--- src/rtl/threshold_cal_pkg.sv ---
// rtl/threshold_cal_pkg.sv - shared types and encodings for the threshold sweep calibrator
package threshold_cal_pkg;

    // Sweep controller phases
    typedef enum logic [1:0] {
        SETTLE  = 2'd0,
        MEASURE = 2'd1,
        LOCKED  = 2'd2
    } cal_state_t;

    // Scoring mode encodings for the MODE parameter
    localparam int MODE_TRANSITIONS = 0;
    localparam int MODE_BALANCE     = 1;

endpackage

--- src/rtl/frame_stat_counter.sv ---
// rtl/frame_stat_counter.sv - per-frame pixel, ones and horizontal-transition statistics
module frame_stat_counter
    import threshold_cal_pkg::*;
#(
    parameter int TOTAL  = 76800,
    parameter int CNT_W  = 17,
    parameter int STAT_W = 17
) (
    input  logic              clk,
    input  logic              clear,
    input  logic              enable,
    input  logic              start,
    input  logic              line_start,
    input  logic              pixel,
    input  logic              pixel_valid,
    output logic [CNT_W-1:0]  pix_cnt,
    output logic [STAT_W-1:0] ones_cnt,
    output logic [STAT_W-1:0] trans_cnt
);

    localparam logic [CNT_W-1:0] PIX_FULL = CNT_W'(TOTAL);
    localparam logic [CNT_W-1:0] PIX_SAT  = CNT_W'(TOTAL + 1);

    logic have_prev;
    logic prev_pix;

    // Counters restart on start (with the start cycle's pixel), then accumulate while enabled.
    // ones/trans only accumulate over the first TOTAL pixels; anything longer is rejected
    // upstream anyway, and this keeps them from wrapping.
    always_ff @(posedge clk) begin
        if (clear) begin
            pix_cnt   <= '0;
            ones_cnt  <= '0;
            trans_cnt <= '0;
            have_prev <= 1'b0;
            prev_pix  <= 1'b0;
        end else if (start) begin
            pix_cnt   <= pixel_valid ? CNT_W'(1) : '0;
            ones_cnt  <= (pixel_valid && pixel) ? STAT_W'(1) : '0;
            trans_cnt <= '0;
            have_prev <= pixel_valid;
            prev_pix  <= pixel;
        end else if (enable) begin
            if (line_start && !pixel_valid) begin
                have_prev <= 1'b0;
            end
            if (pixel_valid) begin
                if (pix_cnt != PIX_SAT) begin
                    pix_cnt <= pix_cnt + CNT_W'(1);
                end
                if (pix_cnt < PIX_FULL) begin
                    if (pixel) begin
                        ones_cnt <= ones_cnt + STAT_W'(1);
                    end
                    if (have_prev && !line_start && (pixel != prev_pix)) begin
                        trans_cnt <= trans_cnt + STAT_W'(1);
                    end
                end
                have_prev <= 1'b1;
                prev_pix  <= pixel;
            end
        end
    end

endmodule

--- src/rtl/threshold_sweep_calibrator.sv ---
// rtl/threshold_sweep_calibrator.sv - sweeps dither thresholds over whole frames and locks the best-scoring one
module threshold_sweep_calibrator
    import threshold_cal_pkg::*;
#(
    parameter int H_PIXELS      = 320,
    parameter int V_LINES       = 240,
    parameter int THRESH_W      = 8,
    parameter int THRESH_MIN    = 0,
    parameter int THRESH_STEP   = 8,
    parameter int NUM_STEPS     = 32,
    parameter int SETTLE_FRAMES = 1,
    parameter int MODE          = 0,
    localparam int TOTAL        = H_PIXELS * V_LINES,
    localparam int SCORE_W      = $clog2(TOTAL + 1)
) (
    input  logic                clk_in,
    input  logic                rst_in,
    input  logic                frame_start_in,
    input  logic                line_start_in,
    input  logic                pixel_in,
    input  logic                pixel_valid_in,
    input  logic                recal_in,
    output logic [THRESH_W-1:0] threshold_out,
    output logic                calibrating_out,
    output logic                locked_out,
    output logic [SCORE_W-1:0]  best_score_out,
    output logic                frame_err_out
);

    localparam int CNT_W  = $clog2(TOTAL + 2);
    localparam int IDX_W  = (NUM_STEPS > 1) ? $clog2(NUM_STEPS) : 1;
    localparam int SET_W  = (SETTLE_FRAMES > 0) ? $clog2(SETTLE_FRAMES + 1) : 1;
    localparam int WIDE_W = SCORE_W + 1;

    localparam logic [THRESH_W-1:0] THR_FIRST = THRESH_W'(THRESH_MIN);
    localparam logic [THRESH_W-1:0] THR_INC   = THRESH_W'(THRESH_STEP);
    localparam logic [IDX_W-1:0]    IDX_LAST  = IDX_W'(NUM_STEPS - 1);
    localparam logic [SET_W-1:0]    SET_INIT  = SET_W'(SETTLE_FRAMES);
    localparam logic [SET_W-1:0]    SET_AFTER = (SETTLE_FRAMES > 0) ? SET_W'(SETTLE_FRAMES - 1) : '0;
    localparam logic [CNT_W-1:0]    PIX_FULL  = CNT_W'(TOTAL);
    localparam logic [WIDE_W-1:0]   TOTAL_X   = WIDE_W'(TOTAL);

    // The last candidate must still fit in the threshold register
    if (THRESH_MIN + (NUM_STEPS - 1) * THRESH_STEP > (1 << THRESH_W) - 1) begin : g_range_check
        $error("threshold sweep range does not fit in THRESH_W bits");
    end

    cal_state_t           state;
    logic [SET_W-1:0]     settle_cnt;
    logic [IDX_W-1:0]     idx;
    logic [THRESH_W-1:0]  best_thresh;
    logic [SCORE_W-1:0]   best_score;

    logic [CNT_W-1:0]     pix_cnt;
    logic [SCORE_W-1:0]   ones_cnt;
    logic [SCORE_W-1:0]   trans_cnt;

    logic                 stat_clear;
    logic                 stat_start;
    logic                 stat_enable;
    logic [WIDE_W-1:0]    twice_ones;
    logic [WIDE_W-1:0]    imbalance;
    logic [WIDE_W-1:0]    score;
    logic                 frame_ok;
    logic                 new_best;

    // Counter control: restart on every frame boundary that opens a measured frame.
    // A frame_start coinciding with recal is discarded entirely.
    always_comb begin
        stat_clear  = rst_in || recal_in;
        stat_enable = (state == MEASURE);
        stat_start  = frame_start_in && !recal_in &&
                      (((state == SETTLE) && (settle_cnt == '0)) || (state == MEASURE));
    end

    frame_stat_counter #(
        .TOTAL  (TOTAL),
        .CNT_W  (CNT_W),
        .STAT_W (SCORE_W)
    ) u_stats (
        .clk         (clk_in),
        .clear       (stat_clear),
        .enable      (stat_enable),
        .start       (stat_start),
        .line_start  (line_start_in),
        .pixel       (pixel_in),
        .pixel_valid (pixel_valid_in),
        .pix_cnt     (pix_cnt),
        .ones_cnt    (ones_cnt),
        .trans_cnt   (trans_cnt)
    );

    // Score of the frame just closed; balance is TOTAL - |2*ones - TOTAL| kept one bit wider
    always_comb begin
        twice_ones = {ones_cnt, 1'b0};
        imbalance  = (twice_ones >= TOTAL_X) ? (twice_ones - TOTAL_X) : (TOTAL_X - twice_ones);
        if (MODE == MODE_BALANCE) begin
            score = TOTAL_X - imbalance;
        end else begin
            score = {1'b0, trans_cnt};
        end
        frame_ok = (pix_cnt == PIX_FULL);
        new_best = (score > {1'b0, best_score});
    end

    // Sweep controller: settle, measure and score each candidate, then lock the winner.
    // Recal re-runs the sweep but leaves the reported best score until a new frame is scored.
    always_ff @(posedge clk_in) begin
        if (rst_in) begin
            state           <= SETTLE;
            settle_cnt      <= SET_INIT;
            idx             <= '0;
            threshold_out   <= THR_FIRST;
            best_thresh     <= THR_FIRST;
            best_score      <= '0;
            best_score_out  <= '0;
            calibrating_out <= 1'b1;
            locked_out      <= 1'b0;
            frame_err_out   <= 1'b0;
        end else if (recal_in) begin
            state           <= SETTLE;
            settle_cnt      <= SET_INIT;
            idx             <= '0;
            threshold_out   <= THR_FIRST;
            best_thresh     <= THR_FIRST;
            best_score      <= '0;
            calibrating_out <= 1'b1;
            locked_out      <= 1'b0;
            frame_err_out   <= 1'b0;
        end else begin
            frame_err_out <= 1'b0;
            case (state)
                SETTLE: begin
                    if (frame_start_in) begin
                        if (settle_cnt != '0) begin
                            settle_cnt <= settle_cnt - SET_W'(1);
                        end else begin
                            state <= MEASURE;
                        end
                    end
                end
                MEASURE: begin
                    if (frame_start_in) begin
                        if (!frame_ok) begin
                            frame_err_out <= 1'b1;
                        end else begin
                            if (new_best) begin
                                best_score     <= score[SCORE_W-1:0];
                                best_thresh    <= threshold_out;
                                best_score_out <= score[SCORE_W-1:0];
                            end else begin
                                best_score_out <= best_score;
                            end
                            if (idx == IDX_LAST) begin
                                state           <= LOCKED;
                                threshold_out   <= new_best ? threshold_out : best_thresh;
                                calibrating_out <= 1'b0;
                                locked_out      <= 1'b1;
                            end else begin
                                idx           <= idx + IDX_W'(1);
                                threshold_out <= threshold_out + THR_INC;
                                if (SETTLE_FRAMES != 0) begin
                                    state      <= SETTLE;
                                    settle_cnt <= SET_AFTER;
                                end
                            end
                        end
                    end
                end
                LOCKED: begin
                end
                default: begin
                    state <= SETTLE;
                end
            endcase
        end
    end

endmodule

--- config.mk ---
export PLATFORM = sky130hd
export DESIGN_NAME = threshold_sweep_calibrator
export DESIGN_NICKNAME = d
export VERILOG_FILES = /design/src/rtl/threshold_cal_pkg.sv /design/src/rtl/frame_stat_counter.sv /design/src/rtl/threshold_sweep_calibrator.sv
export SDC_FILE = /design/constraint.sdc
export NUM_CORES = 1
export LEC_CHECK = 0
export ABC_CLOCK_PERIOD_IN_PS = 3000
export BUFFER_PORTS_ARGS = -buffer_cell sky130_fd_sc_hd__buf_2
export CAP_MARGIN = 20
export CORE_ASPECT_RATIO = 2
export CORE_MARGIN = 4
export CORE_UTILIZATION = 40
export CTS_BUF_LIST = sky130_fd_sc_hd__clkbuf_8
export DETAILED_ROUTE_END_ITERATION = 8
export SETUP_SLACK_MARGIN = 0.05
export SLEW_MARGIN = 10
export SYNTH_ARGS = -nofsm -noshare
export SYNTH_HDL_FRONTEND = slang
export SYNTH_HIERARCHICAL = 1
export SYNTH_SLANG_ARGS = --single-unit
--- constraint.sdc ---
create_clock -name clk_in -period 3 [get_ports clk_in]
set_input_delay 0.75 -clock clk_in [delete_from_list [all_inputs] [get_ports clk_in]]
set_output_delay 0.75 -clock clk_in [all_outputs]
set_load 0.02 [all_outputs]
Word-level counts from Yosys, hierarchy flattened
Cells that the tools add are included.

storage, ports and cells
  register bits after elaboration = 97
  input port bits = 7
  output and inout bits = 28

cells by class
  add/sub/neg operators = 5
  $lt $le $gt $ge = 2
  equality and inequality tests = 11
  mux-type cells = 28
  bitwise operators = 6
  reductions and logical operators = 30

operator list
  cell                                                             number
  17-bit 2-to-1 mux                                                5
  17-bit by 1-bit adder with 17-bit output, second input constant  2
  17-bit equality test, second input constant                      1
  17-bit greater-than comparator                                   1
  17-bit less-than comparator, second input constant               1
  17-bit != test, second input constant                            1
  8-bit 2-to-1 mux                                                 2
  4-bit AND reduction                                              4
  1-bit 2-to-1 mux                                                 14
  2-bit 2-to-1 mux                                                 5
  5-bit AND reduction                                              2
  8-bit by 4-bit adder with 8-bit output, second input constant    1
  2-bit != test, second input constant                             4
  2-bit nonzero test                                               4
  1-bit logical AND                                                6
  1-bit NOT                                                        6
  2-bit one-hot mux with 3 select lines                            1
  3-bit AND reduction                                              2
  5-bit by 1-bit adder with 5-bit output, second input constant    1
  5-bit equality test, second input constant                       1
  2-bit AND reduction                                              2
  2-bit OR reduction                                               2
  4-bit OR reduction                                               1
  1-bit zero test                                                  3
  other kinds (9)                                                  10

Depth between registers and ports, before layout
Gate-level depths: netlist of the first run.

  depth after elaboration = 6
  depth in mapped cells = 10

Hierarchy
The synthesis of the first run kept the hierarchy.

by module, submodules not included
  module                      times used  cells each  area each (um^2)  sequential area each (um^2)
  threshold_sweep_calibrator  1           350         3151.8            1221.2
  frame_stat_counter          1           312         2666.3            1061.0

Worst setup path before layout of the first run
No wires, ideal clock.

  path type = in2reg
  start = input rst_in
  end = register u_stats/ones_cnt[12] (netlist name)
  arrival time = 2858 ps
  data required time = 2872 ps
  setup slack = 15 ps
  cell stages on the path = 10
  path through = clkbuf_1 -> nor2_1 -> inv_1 -> clkbuf_1 -> buf_1 -> clkbuf_1 -> or2_2 -> clkbuf_1 -> clkbuf_1 -> nor2_1

RTL lines
  item             line                              source
  start, declared  threshold_sweep_calibrator.sv:17  input logic rst_in,

Worst setup path in the final report of the first run
  start = register best_score[15]
  end = register best_score_out[14]

on the way
  cells in the longest elaborated chain, start to end = 2

ends and longest elaborated chain
  item                            line                               source
  start, declared                 threshold_sweep_calibrator.sv:52   logic [SCORE_W-1:0] best_score;
  start signal, assigned          threshold_sweep_calibrator.sv:148  best_score <= score[SCORE_W-1:0];
  17-bit greater-than comparator  threshold_sweep_calibrator.sv:103  new_best = (score > {1'b0, best_score});
  17-bit 2-to-1 mux               -
  end signal, assigned            threshold_sweep_calibrator.sv:150  best_score_out <= score[SCORE_W-1:0];
  end signal, assigned            threshold_sweep_calibrator.sv:152  best_score_out <= best_score;
  end, declared                   threshold_sweep_calibrator.sv:26   output logic [SCORE_W-1:0] best_score_out,

No other way between the ends.
A chain may end at the register's enable or synchronous reset.

==> results_dict.tcl, run 1 <==
set metrics [dict create \
    setup_tns_ps 0 \
    area_growth_pct 12.1 \
    track_usage_pct 16.5 \
    synth_warnings 6 \
    rsz0062_at_grt "no" \
    power_density_nw_per_um2 384 \
    hold_viol_final 0 \
    synthCells 574 \
    setup_violations 0 \
    initial_core_util_pct 41.0 \
    cp_data_required_time_ps 3280 \
    pwr-share-seq_pct 59.5 \
    grt_pass1_wl_mm 19.6 \
    htreeDepth 3 \
    internal_power_uw 1680 \
    drtIter0Drc 158 \
    antenna_found_initial 0 \
    hold_buffers 0 \
    layout_worst_path_cycle_share_pct 91.6 \
    rows 57 \
    grt_overflow 0 \
    die-height_um 167 \
    crit_type "reg2reg" \
    vias 4116 \
    place.gp.congestion 0.834 \
    power_frac_clock_pct 38.2 \
    skew_ps 13.1 \
    p_comb_share_pct 2.3 \
    clock-sinks 97 \
    cp-start-kind "register" \
    slew_violations 0 \
    die-area_um2 14500 \
    fillers 1243 \
    multi_input_area_um2 2870 \
    cp_max_fo 17 \
    area.sequential_um2 1940 \
    detail-route-antenna-nets 0 \
    cts_buffers 9 \
    wirelength_mm 11.7 \
    wire_per_inst_um 15.3 \
    post-cts-setup-buffers 0 \
    first_pass_iters 4 \
    p_total_uw 2170 \
    max_slew_margin_pct 51.8 \
    antenna_cells 0 \
    ctsResizeCount 0 \
    portBuffers 34 \
    cts_buffer_depth 2 \
    holdCritPathClass "reg2reg" \
    ios 35 \
    final_net_count 644 \
    path_clk_slew_ps 100 \
    drive_gt1_share_pct 15.2 \
    status "complete, no violations" \
    power_switching_uw 487 \
    core_um2 12300 \
    clockRootBuffer "clkbuf_8" \
    grt_pass1_vias 4082 \
    place_hpwl_mm 8.92 \
    fin_crit_ps 2750 \
    worstSetupEndpointType "register" \
    netlist_area_um2 5030 \
    die_w_um 87.3 \
    p_leak_uw 0.00200 \
    worstSkewPairLatency_ps 360 \
    drc 0 \
    route.detailed.vias_per_inst 5.38 \
    synth.avg_cell_area_um2 8.76 \
    synthesis.nets 604 \
    worstMarginPinSlew_ps 723 \
    cp.arrival_ps 3020 \
    ir_worst_vdd_mv 0.264 \
    switching_share_pct 22.5 \
    max_freq_mhz 364 \
    grt_max_degree 46 \
    max_cap_viol_count 0 \
    cts_tree "done" \
]
-- per-layer routing --
| layer | global-route usage [%] | wire (µm) |
|---|---|---|
| met5 | 0 | 0 |
| met1 | 18.2 | 4590 |
| met2 | 30.6 | 6600 |
| met3 | 3.02 | 288 |
| met4 | 5.68 | 206 |
-- final cells by class --
cell class | instances | share of cell area (%)
Multi-Input combinational cell | 422 | 50.9
Clock buffer | 9 | 2.20
Clock inverter | 6 | 1.07
Tap cell | 147 | 3.26
Inverter | 26 | 1.73
Timing Repair Buffer | 58 | 6.43
Sequential cell | 97 | 34.4
-- power by group through the flow --
stage	Combinational (µW)	Sequential, µW	Clock [µW]
3_3_place_gp	49.6	1320	0
3_5_place_dp	50.5	1320	0
5_1_grt	55.4	1290	906
6_report	50.0	1290	827
4_1_cts	50.6	1290	860
2_1_floorplan	34.3	1320	0
-- flip-flops by register name, summed over array words and instances (netlist names) --
name	flops
best_score	17
best_score_out	17
u_stats/pix_cnt	17
u_stats/trans_cnt	17
best_thresh	8
threshold_out	8
idx	5
state	2
calibrating_out	1
frame_err_out	1
locked_out	1
settle_cnt	1
u_stats/have_prev	1
u_stats/prev_pix	1
-- metrics by stage --
stage | worst slack, ps | std cells | hold WS [ps] | area [µm²] | utilization [%]
after global routing | 57.2 | 765 | 480 | 5640 | 46.0
after floorplan | 81.3 | 574 | 434 | 5030 | -
after CTS | 215 | 765 | 464 | 5640 | 46.0
after detailed placement | 253 | 750 | 440 | 5460 | 44.5
after global placement | 331 | 750 | 430 | 5460 | 44.5
final | 252 | 765 | 460 | 5640 | 46.0
-- placed cells by master (no fill, tap or decap), types with 3 or more instances in the layout --
cell type   n
clkbuf_8    9
and4_1      7
a21oi_1    26
xnor2_1    13
nor2_1     91
nor4_2      6
nand4_1    17
nand2_1    44
or3_1       7
a211oi_1   17
and2_1      3
dfxtp_1    97
nor2b_1     6
buf_2      34
inv_1      27
buf_4      23
ha_1       23
xor2_1     16
nand3_1    19
o21ai_0    12
mux2i_1    52
a21o_1      4
a31oi_1     3
nand2b_1    3
nor3_1      8
nor4_1      4
and3_1      9
-- critical path: stages (launching register included) --
cell and delay [ps]:
dfxtp_1 370, inv_1 50, ha_1 310, nand4_1 230, nor2_1 70, a22oi_1 600, a31oi_4 290, buf_4 310
mux2i_1 150, a211oi_1 270
-- path summary, 6_finish.rpt --
kind         slack [ps]  cells past startpoint                         start                               to
min reg2reg         460                      1  calibrating_out$_SDFFE_PP1P_     calibrating_out$_SDFFE_PP1P_
max reg2reg         250                      9   best_score[15]$_SDFFE_PP0P_  best_score_out[14]$_SDFFE_PP0P_
max                 250                      9   best_score[15]$_SDFFE_PP0P_  best_score_out[14]$_SDFFE_PP0P_
min                 460                      1  calibrating_out$_SDFFE_PP1P_     calibrating_out$_SDFFE_PP1P_
(Power assumes the default switching activity.)
==> run 2, diff against run 1 <==
--- a/config.mk
+++ b/config.mk
@@ -13,6 +13,7 @@
 export CORE_UTILIZATION = 40
 export CTS_BUF_LIST = sky130_fd_sc_hd__clkbuf_8
 export DETAILED_ROUTE_END_ITERATION = 8
+export REMOVE_ABC_BUFFERS = 1
 export SETUP_SLACK_MARGIN = 0.05
 export SLEW_MARGIN = 10
 export SYNTH_ARGS = -nofsm -noshare
==> results_dict.tcl, run 2 (synthesized netlist as in run 1, its figures left out) <==
set metrics [dict create \
    place_hpwl_mm 8.86 \
    detail-route-antenna-nets 0 \
    worstSetupEndpointType "register" \
    max_freq_mhz 390 \
    antenna_found_initial 0 \
    rsz0062_at_grt "no" \
    cts_tree "done" \
    switching_share_pct 23.2 \
    drtIter0Drc 186 \
    cts_buffers 9 \
    portBuffers 34 \
    cp.arrival_ps 2800 \
    max_cap_viol_count 0 \
    p_total_uw 2110 \
    post_dp_cell_area_um2 5440 \
    worstMarginPinSlew_ps 638 \
    initial_core_util_pct 41.0 \
    hold_buffers 0 \
    cp_max_fo 16 \
    power_frac_clock_pct 36.5 \
    antenna_cells 0 \
    cts_buffer_depth 2 \
    die-area_um2 14500 \
    grt_overflow 0 \
    wirelength_mm 11.7 \
    grt_pass1_vias 4274 \
    vias 4163 \
    power_switching_uw 489 \
    final_cell_area_um2 5610 \
    post-cts-setup-buffers 0 \
    area_growth_pct 11.6 \
    setup_violations 0 \
    pwr-share-seq_pct 61.1 \
    final_net_count 642 \
    ios 35 \
    clockRootBuffer "clkbuf_8" \
    setup_tns_ps 0 \
    ctsResizeCount 0 \
    drive_gt1_share_pct 14.9 \
    cp-start-kind "register" \
    rows 57 \
    p_leak_uw 0.00198 \
    ir_worst_vdd_mv 0.236 \
    drc 0 \
    route.detailed.vias_per_inst 5.45 \
    grt_max_degree 46 \
    htreeDepth 3 \
    first_pass_iters 4 \
    dpl.cell_count 748 \
    internal_power_uw 1620 \
    skew_ps 10.6 \
    die_w_um 87.3 \
    status "complete, no violations" \
    place.gp.congestion 0.831 \
    layout_worst_path_cycle_share_pct 85.4 \
    worstSkewPairLatency_ps 370 \
    clock-sinks 97 \
    track_usage_pct 17.0 \
    crit_type "reg2reg" \
    hold_viol_final 0 \
    grt_pass1_wl_mm 19.9 \
    slew_violations 0 \
    layout_commonest_cell "dfxtp_1" \
    p_comb_share_pct 2.4 \
    path_clk_slew_ps 90 \
    cp_data_required_time_ps 3240 \
    fin_crit_ps 2560 \
    layout.cells.non_filler 764 \
    final_cell_mix "dfxtp_1 (97), nor2_1 (91), mux2i_1 (52)" \
    whs_ps 470 \
    wire_per_inst_um 15.4 \
    power_density_nw_per_um2 376 \
    core_um2 12300 \
    die-height_um 167 \
    max_slew_margin_pct 57.5 \
    holdCritPathClass "reg2reg" \
]
## run 2: routing by layer
layer / wire [µm] / part of all wire [%] / track usage [%] / vias up
li1: - / - / - / 2090
met1: 4420 / 38 / 17.3 / 1987
met2: 6640 / 57 / 32.4 / 59
met3: 294 / 2.5 / 2.27 / 27
met4: 375 / 3.2 / 7.82 / 0
met5: 0 / 0 / 0 / -
## run 2: critical path, stage by stage, from the launching register on
cell and delay [ps]:
dfxtp_1 370, inv_1 60, ha_1 290, nand4_1 230
nor3_1 280, nand2_1 210, a311oi_4 340, buf_4 360
mux2i_1 240, nor2_1 60
## run 2: final timing paths
check                                       end  slack (ps)  depth (start not counted)                   startpoint
hold reg to reg   threshold_out[0]$_SDFFE_PP0P_         470                          2  best_thresh[0]$_SDFFE_PP0P_
hold / removal    threshold_out[0]$_SDFFE_PP0P_         470                          2  best_thresh[0]$_SDFFE_PP0P_
setup / recovery    best_score[13]$_SDFFE_PP0P_         440                          9   best_score[7]$_SDFFE_PP0P_
setup reg to reg    best_score[13]$_SDFFE_PP0P_         440                          9   best_score[7]$_SDFFE_PP0P_
## run 2: power by group through the flow
stage                     combinational, µW  clock, µW  sequential, µW
after CTS                              51.9        807            1290
after global routing                   56.0        850            1290
after global placement                 51.0          0            1320
final                                  51.1        769            1290
after detailed placement               51.8          0            1320
after floorplan                        25.1          0            1320
## run 2: cell type report
class	count	area, µm²
Multi-Input combinational cell	422	2870
Inverter	26	97.6
Sequential cell	97	1940
Tap cell	147	184
Clock inverter	6	36.3
Fill cell	1276	6650
Timing Repair Buffer	56	348
Clock buffer	10	138
## run 2: through the flow
stage,utilization [%],setup WS (ps)
floorplan,-,-543
CTS,45.8,398
global placement,44.3,362
global route,45.8,205
finish,45.8,438
detailed placement,44.3,287
